`config.mk`:
```
export PLATFORM = sky130hd
export DESIGN_NAME = fifo_push_arbiter
export DESIGN_NICKNAME = d
export VERILOG_FILES = /design/src/rtl/fifo_push_arbiter.sv
export SDC_FILE = /design/constraint.sdc
export NUM_CORES = 1
export LEC_CHECK = 0
export CORE_MARGIN = 2
export CORE_UTILIZATION = 38
export CTS_BUF_LIST = sky130_fd_sc_hd__clkbuf_2 sky130_fd_sc_hd__clkbuf_4 sky130_fd_sc_hd__clkbuf_8
export DETAILED_ROUTE_END_ITERATION = 10
export PLACE_DENSITY = 0.86
export SLEW_MARGIN = 20
export SYNTH_ARGS = -nofsm -noshare
export SYNTH_HDL_FRONTEND = slang
export SYNTH_SLANG_ARGS = --single-unit
```
`constraint.sdc`:
```
create_clock -name clk_i -period 2.46 [get_ports clk_i]
set_input_delay 0.738 -clock clk_i [delete_from_list [all_inputs] [get_ports clk_i]]
set_output_delay 0.738 -clock clk_i [all_outputs]
set_load 0.005 [all_outputs]
```
`src/rtl/fifo_push_arbiter.sv`:
```
// Arbitrates two symbol requesters onto one shared FIFO, one whole frame at a time.
// Latency: one grant cycle in IDLE, then one symbol per cycle straight through (combinational data path).
// Backpressure: fifo_full_i stalls the owner in place; the lock never switches mid-frame.
module fifo_push_arbiter #(
  parameter int DATA_WIDTH = 10,
  parameter int FRAME_LEN  = 544,
  parameter int CNT_WIDTH  = 10
) (
  input  logic                  clk_i,
  input  logic                  rst_i,
  input  logic                  s0_valid_i,
  input  logic [DATA_WIDTH-1:0] s0_data_i,
  input  logic                  s1_valid_i,
  input  logic [DATA_WIDTH-1:0] s1_data_i,
  output logic                  s0_ready_o,
  output logic                  s1_ready_o,
  input  logic                  fifo_full_i,
  output logic                  fifo_push_o,
  output logic [DATA_WIDTH-1:0] fifo_data_o,
  output logic                  owner_o,
  output logic                  busy_o,
  output logic                  frame_done_o
);

  typedef enum logic [1:0] {
    IDLE  = 2'd0,
    LOCK0 = 2'd1,
    LOCK1 = 2'd2
  } state_t;

  state_t               state_q, state_d;
  logic [CNT_WIDTH-1:0] cnt_q, cnt_d;
  logic                 last_owner_q, last_owner_d;
  logic                 frame_done_q, frame_done_d;

  logic lock0;
  logic lock1;
  logic last_sym;

  // Lock qualifiers are masked by reset so nothing leaks out while rst_i is high,
  // even before the state register has been cleared for the first time.
  assign lock0    = (state_q == LOCK0) && !rst_i;
  assign lock1    = (state_q == LOCK1) && !rst_i;
  assign last_sym = (cnt_q == CNT_WIDTH'(FRAME_LEN - 1));

  assign s0_ready_o   = lock0 && !fifo_full_i;
  assign s1_ready_o   = lock1 && !fifo_full_i;
  assign fifo_push_o  = (lock0 && s0_valid_i && !fifo_full_i) ||
                        (lock1 && s1_valid_i && !fifo_full_i);
  assign fifo_data_o  = lock0 ? s0_data_i : (lock1 ? s1_data_i : '0);
  assign busy_o       = (state_q != IDLE);
  assign owner_o      = (state_q == LOCK0) ? 1'b0 :
                        (state_q == LOCK1) ? 1'b1 : last_owner_q;
  assign frame_done_o = frame_done_q;

  // Next-state: grant in IDLE (round-robin on tie), count pushes while locked, release on last symbol.
  always_comb begin
    state_d      = state_q;
    cnt_d        = cnt_q;
    last_owner_d = last_owner_q;
    frame_done_d = 1'b0;
    case (state_q)
      IDLE: begin
        if (s0_valid_i && s1_valid_i) begin
          if (last_owner_q) begin
            state_d      = LOCK0;
            last_owner_d = 1'b0;
          end else begin
            state_d      = LOCK1;
            last_owner_d = 1'b1;
          end
        end else if (s0_valid_i) begin
          state_d      = LOCK0;
          last_owner_d = 1'b0;
        end else if (s1_valid_i) begin
          state_d      = LOCK1;
          last_owner_d = 1'b1;
        end
      end
      LOCK0, LOCK1: begin
        if (fifo_push_o) begin
          if (last_sym) begin
            cnt_d        = '0;
            state_d      = IDLE;
            frame_done_d = 1'b1;
          end else begin
            cnt_d = cnt_q + 1'b1;
          end
        end
      end
      default: state_d = IDLE;
    endcase
  end

  // FSM and frame bookkeeping registers; reset abandons any partial frame.
  always_ff @(posedge clk_i) begin
    if (rst_i) begin
      state_q      <= IDLE;
      cnt_q        <= '0;
      last_owner_q <= 1'b1;
      frame_done_q <= 1'b0;
    end else begin
      state_q      <= state_d;
      cnt_q        <= cnt_d;
      last_owner_q <= last_owner_d;
      frame_done_q <= frame_done_d;
    end
  end

endmodule

```
==> results of run 1 <==
==> worst min-delay path: stages (launching register included) <==
cell and delay [ps]:
dfxtp_1 350, nand2_1 60, a21oi_1 50
==> worst max path at each step <==
stage                                 start               endpoint  slack, ps
floorplan                             rst_i  cnt_q[9]$_SDFFE_PP0P_         90
global placement                      rst_i             s1_ready_o       -310
detailed placement                    rst_i            fifo_push_o       -390
CTS                             fifo_full_i            fifo_push_o        -20
global route        state_q[1]$_SDFFE_PP0P_         fifo_data_o[7]        -40
finish              state_q[1]$_SDFFE_PP0P_         fifo_data_o[7]         20
==> logic make-up (layout without fill, tap and decap cells) <==
group,Yosys count,in the layout
compound gates,31,31
xor+xnor,5,5
simple gates,50,50
flops,14,14
fa+ha+maj,4,4
buf+inv,14,70
==> final cells by class <==
class	instances	area, um^2	area share [%]
flip-flops and latches	14	285.3	18.80
well taps	28	35.03	2.308
multi-input cells	90	609.3	40.15
clock buffers	4	36.28	2.391
repair buffers	58	521.8	34.38
inverters	8	30.03	1.979
==> cells in the final DEF (no fill, tap or decap), types with 4 or more instances in the layout <==
| master | count |
|---|---|
| clkdlybuf4s50_1 | 22 |
| nor2_1 | 20 |
| buf_4 | 17 |
| dfxtp_1 | 12 |
| a21oi_1 | 7 |
| nand2_1 | 7 |
| dlygate4sd2_1 | 7 |
| a22oi_1 | 6 |
| nand3_1 | 6 |
| a22oi_2 | 5 |
| inv_1 | 5 |
| o21ai_0 | 5 |
| xor2_1 | 4 |
| clkbuf_2 | 4 |
==> registers in the layout, indices dropped and copies added (netlist names) <==
name          count
state_q           2
frame_done_o      1
cnt_q            10
last_owner_q      1
==> Yosys cell counts, drive strengths merged <==
cell type,number
buf,2
nor3b,1
or3,3
a21oi,8
o21bai,1
nor3,1
a211o,3
o21ai,5
inv,8
or4b,1
clkbuf,4
or4,2
nor4,2
nor4bb,1
nand4,1
nand3,6
a22oi,11
a41oi,1
and3,2
xor2,4
dfxtp,14
a22o,1
or2,1
o31ai,1
ha,4
nor2,22
xnor2,1
nand2,7
==> report_power, final <==
group	switching, mW	total (mW)	internal (mW)
clock network	0.0779	0.168	0.0901
registers	0.0103	0.247	0.236
logic	0.120	0.262	0.142
total	0.208	0.677	0.469
==> metrics by stage <==
step	area, um^2	setup TNS, ps	cells	hold slack (ps)	setup slack [ps]
floorplan	893.4	0	118	446.8	94.59
CTS	1463	-57.27	200	495.6	-21.66
finish	1518	0	202	506.7	19.55
global route	1518	-69.21	202	545.0	-42.08
detailed placement	1394	-6839	193	478.6	-392.9
global placement	1394	-5560	193	458.5	-314.2
==> layer usage <==
metal	global-route usage (%)	up-vias	part of all wire, %
met5	0	-	0
met4	5.128	0	1.0
met3	4.571	4	8.3
met2	43.13	44	51
met1	22.82	515	39
li1	-	533	-
==> what timing repair did <==
action	in CTS	in global routing
endpoints found under the setup margin	22	16
resized for setup	31	24
buffers inserted	3	2
pin swaps	2	1
==> flow_metrics.tcl, run 1 <==
set metrics [dict create \
    status "complete, no violations" \
    cts-root-buf "clkbuf_4" \
    ir_drop_uv 335.2 \
    synth_cell_types 31 \
    synth_nets 147 \
    synth_top_family_by_area "simple AND/OR/NAND/NOR gates" \
    rsz0062_at_grt "yes" \
    io_pins 41 \
    fin_worst_skew_ps 2.968 \
    power.total_mw 0.6770 \
    maxSlewHeadroom_pct 72.40 \
    grt_usage_pct 21.79 \
    min_period_over_period_pct 99.21 \
    ys_top_cells_by_area "dfxtp_1 (31%), a22oi_1 (9.2%), nor2_1 (9.2%)" \
    final_util_pct 68.61 \
    drc 0 \
    dr.first_iter.drc_count 23 \
    routed_via_density 5.426 \
    routed-via-count 1096 \
    cp.arrival_ps 1700 \
    cpLargestDelayFamily "buffers and inverters" \
    power_leakage_nw 0.6240 \
    reg2reg_from "state_q[1]$_SDFFE_PP0P_" \
    cp-start-kind "register" \
    die_h_um 52.49 \
    cts_tree "done" \
    finalHoldViolCount 0 \
    routedWlPerCell_um 14.02 \
    place.gp.congestion 0.8548 \
    tightest_slew_ps 408.5 \
    grt_pass1_wl_mm 4.491 \
    drt_wl_total_mm 2.833 \
    start_util_pct 40.38 \
    layout-drive-gt1-share_pct 28.16 \
    yosys.area.top_type_share_pct 31.37 \
    synth_seq_area_share_pct 31.37 \
    clock_sink_count 14 \
    fill_cells 194 \
    reg2reg_depth 8 \
    cts-buffers-inserted 3 \
    finalSetupViolations 0 \
    core-area_um2 2212 \
    max-clock-path-buffers 2 \
    nNetsFinal 204 \
    die-area_um2 2755 \
    clk-insertion-delay-late_ps 280 \
    hold_depth 2 \
    syn_area_per_cell_um2 7.571 \
    yosysWarnings 0 \
    syn_to_final_growth_pct 69.89 \
    grt_pass1_vias 1042 \
    min_from "cnt_q[1]$_SDFFE_PP0P_" \
    drt_pass1_iterations 4 \
    grt_overflow 0 \
    clkTransAtPathRegs_ps 90 \
    die_w_um 52.49 \
    cts_hold_buf 0 \
    drv_slew 0 \
    h-tree-depth 1 \
    rr_endpoint "cnt_q[9]$_SDFFE_PP0P_" \
    syn_area_um2 893.4 \
    worstHoldPathType "reg2reg" \
    synth_xor_area_share_pct 4.902 \
    dp_hpwl_mm 2.112 \
    synth-compound-area-share_pct 23.53 \
    slowest_stage "dfxtp_4" \
    layout_min_cycle_time_ps 2440 \
    antenna_found_initial 0 \
    synthAdderAreaFrac_pct 5.602 \
    ant_nets 0 \
    r2r_slack_ps 180 \
    synth_cells 118 \
    muxShareOfSynthArea_pct 0 \
    antenna_cells 0 \
    critPathRequiredTime_ps 1720 \
    crit_type "reg2out" \
    path_cells "inv_2 > ha_2 > nor2_1 > buf_4 > buf_4 > a22oi_2 > nor2_1 > clkdlybuf4s15_1" \
    endpoint_kind "output port" \
    num_rows 17 \
    grt_max_degree 15 \
    synth-simple-area-share_pct 27.59 \
    max_cap_violations 0 \
    port_buffers 40 \
    hold_path_end "cnt_q[1]$_SDFFE_PP0P_" \
    yosysTopAreaCell "dfxtp_1" \
    yosys_register_bits 14 \
    slowest_delay_ps 380 \
    p_per_area_nw_per_um2 446.1 \
    critPathBufInv 4 \
    cp_max_fo 5 \
    cp_num_cells 8 \
    fmax_ghz 0.4098 \
]
No activity file was read; power rests on OpenSTA's default activity.
==> run 2: changes to the inputs <==
--- a/config.mk
+++ b/config.mk
@@ -10,7 +10,7 @@
 export CTS_BUF_LIST = sky130_fd_sc_hd__clkbuf_2 sky130_fd_sc_hd__clkbuf_4 sky130_fd_sc_hd__clkbuf_8
 export DETAILED_ROUTE_END_ITERATION = 10
 export PLACE_DENSITY = 0.86
-export SLEW_MARGIN = 20
+export SLEW_MARGIN = 30
 export SYNTH_ARGS = -nofsm -noshare
 export SYNTH_HDL_FRONTEND = slang
 export SYNTH_SLANG_ARGS = --single-unit
==> results of run 2 <==
No change in the layout: final DEF, timing and power equal those of run 1.
==> run 3: changes to the inputs <==
--- a/config.mk
+++ b/config.mk
@@ -10,6 +10,7 @@
 export CTS_BUF_LIST = sky130_fd_sc_hd__clkbuf_2 sky130_fd_sc_hd__clkbuf_4 sky130_fd_sc_hd__clkbuf_8
 export DETAILED_ROUTE_END_ITERATION = 10
 export PLACE_DENSITY = 0.86
+export SETUP_SLACK_MARGIN = 0.05
 export SLEW_MARGIN = 30
 export SYNTH_ARGS = -nofsm -noshare
 export SYNTH_HDL_FRONTEND = slang
==> constraint.sdc (replaced) <==
create_clock -name clk_i -period 2.46 [get_ports clk_i]
set_input_delay 0.738 -clock clk_i [delete_from_list [all_inputs] [get_ports clk_i]]
set_output_delay 0.738 -clock clk_i [all_outputs]
set_load 0.05 [all_outputs]
==> run 3 against run 2 <==
Count of clock-buffer cells in the layout unchanged; sequential share of layout area fell by 1.8 points; wire length rose by 17%; clock power is 4% higher; utilization up 6.8 points; register-to-register slack about the same; flip-flop and latch count unchanged; first-iteration DRC count grew 57%; non-clock buffer count fell by 8; final area up 9.9%.
==> flow_metrics.tcl, run 3 (synthesized netlist as in run 1, its figures left out) <==
set metrics [dict create \
    cp_max_fo 1 \
    status "complete, no violations" \
    maxSlewHeadroom_pct 67.26 \
    power_frac_comb_pct 50.8 \
    pre_cts_slack_ps -284.2 \
    die_h_um 52.49 \
    endpoint_kind "output port" \
    finalSetupViolations 0 \
    layout-drive-gt1-share_pct 34.13 \
    regArea_um2 282.8 \
    dpl_cell_area_um2 1526 \
    fin_cells 195 \
    grt_max_degree 19 \
    die_w_um 52.49 \
    critPathRequiredTime_ps 1720 \
    fill_cells 161 \
    cts-buffers-inserted 3 \
    finish.instance_area_um2 1668 \
    grt_pass1_wl_mm 4.954 \
    p_per_area_nw_per_um2 514.1 \
    ir_drop_uv 370.0 \
    largest_register_ffs 10 \
    pwr-share-clk_pct 20.4 \
    largest_register "cnt_q" \
    cp-start-kind "input pin" \
    multi_input_area_um2 668.1 \
    cts_tree "done" \
    drv_slew 0 \
    routedWlPerCell_um 16.96 \
    nNetsFinal 197 \
    dr.first_iter.drc_count 36 \
    clock_sink_count 14 \
    sequentialPowerShare_pct 28.8 \
    max-clock-path-buffers 2 \
    grt_overflow 0 \
    io_pins 41 \
    grt_usage_pct 24.45 \
    cellInternalPower_mw 0.5208 \
    num_rows 17 \
    ant_nets 0 \
    drc 0 \
    hold_depth 2 \
    sw_frac_of_total_pct 39.26 \
    clkTransAtPathRegs_ps 80 \
    dp.cells 189 \
    final_util_pct 75.40 \
    cp.arrival_ps 1640 \
    p_switching_mw 0.3367 \
    reg2reg_depth 8 \
    final_cell_mix "clkdlybuf4s50_1 (21), buf_12 (14), dfxtp_1 (12)" \
    clk-insertion-delay-late_ps 300 \
    routed-via-count 1090 \
    finalHoldViolCount 0 \
    grt_pass1_vias 1105 \
    rsz0062_at_grt "no" \
    syn_to_final_growth_pct 86.69 \
    setup_ws_ps 80.13 \
    fmax_ghz 0.4202 \
    min_period_over_period_pct 96.74 \
    core-area_um2 2212 \
    drt_wl_total_mm 3.307 \
    largestRegisters "cnt_q (10), state_q (2)" \
    power.total_mw 0.8575 \
    cts-root-buf "clkbuf_4" \
    antenna_found_initial 0 \
    worstHoldPathType "reg2reg" \
    tightest_slew_ps 484.6 \
    dp_hpwl_mm 2.384 \
    die-area_um2 2755 \
    h-tree-depth 1 \
    drt_pass1_iterations 4 \
    max_cap_violations 0 \
    fin_worst_skew_ps 6.320 \
    power_leakage_nw 0.6021 \
    place.gp.congestion 0.7775 \
    start_util_pct 40.38 \
    layout_commonest_cell "clkdlybuf4s50_1" \
    crit_type "in2out" \
    routed_via_density 5.590 \
    layout_min_cycle_time_ps 2380 \
    port_buffers 40 \
    antenna_cells 0 \
]
run 3: cell count changes in the layout (fill, tap and decap cells not counted), sizes merged:
| cell | change |
|---|---|
| buf | +7 |
| clkbuf | -4 |
| clkdlybuf4s15 | -4 |
| dlygate4sd2 | -3 |
| dlymetal6s2s | -3 |
| clkdlybuf4s50 | -1 |
| nor2 | +1 |
run 3: final timing paths:
kind,to,from,slack (ps)
max,fifo_data_o[5],s0_data_i[5],80
min,cnt_q[8]$_SDFFE_PP0P_,cnt_q[8]$_SDFFE_PP0P_,520
max reg2reg,cnt_q[6]$_SDFFE_PP0P_,state_q[1]$_SDFFE_PP0P_,180
min reg2reg,cnt_q[8]$_SDFFE_PP0P_,cnt_q[8]$_SDFFE_PP0P_,520
run 3: final cells by class:
type / count / area share, %
inverters: 8 / 1.800
clock buffers: 4 / 2.176
flip-flops and latches: 14 / 16.95
well taps: 28 / 2.101
repair buffers: 50 / 36.91
multi-input cells: 91 / 40.06
run 3: what timing repair did:
action,4_1_cts,5_1_grt
cloned,1,0
gates resized for setup,22,8
buffers inserted,1,0
pin swaps,4,3
endpoints found under the setup margin,14,13
hold buffers,0,0
run 3: worst max-delay path, stage by stage:
cell and delay (ps):
clkdlybuf4s50_1 420, a22oi_1 250, nor2_2 80, buf_12 150
run 3: per-stage QoR:
step / setup TNS, ps / hold slack (ps)
3_3_place_gp: -1627 / 461.4
6_report: 0 / 516.8
3_5_place_dp: -2439 / 489.2
4_1_cts: 0 / 504.1
5_1_grt: 0 / 543.5
2_1_floorplan: -358.9 / 446.8
run 3: layer usage:
layer	vias up	share of wire [%]	global-route usage, %
met4	0	1.2	7.692
met1	513	38	25.04
met3	3	8.8	4.571
met5	-	0	0
met2	50	52	48.54
li1	524	-	-
run 3: power by group through the flow:
stage	registers [mW]	logic [mW]	clock network, mW
after floorplan	0.245	0.209	0
after global placement	0.246	0.379	0
after detailed placement	0.247	0.389	0
after CTS	0.242	0.422	0.173
after global routing	0.248	0.460	0.180
final	0.247	0.436	0.175
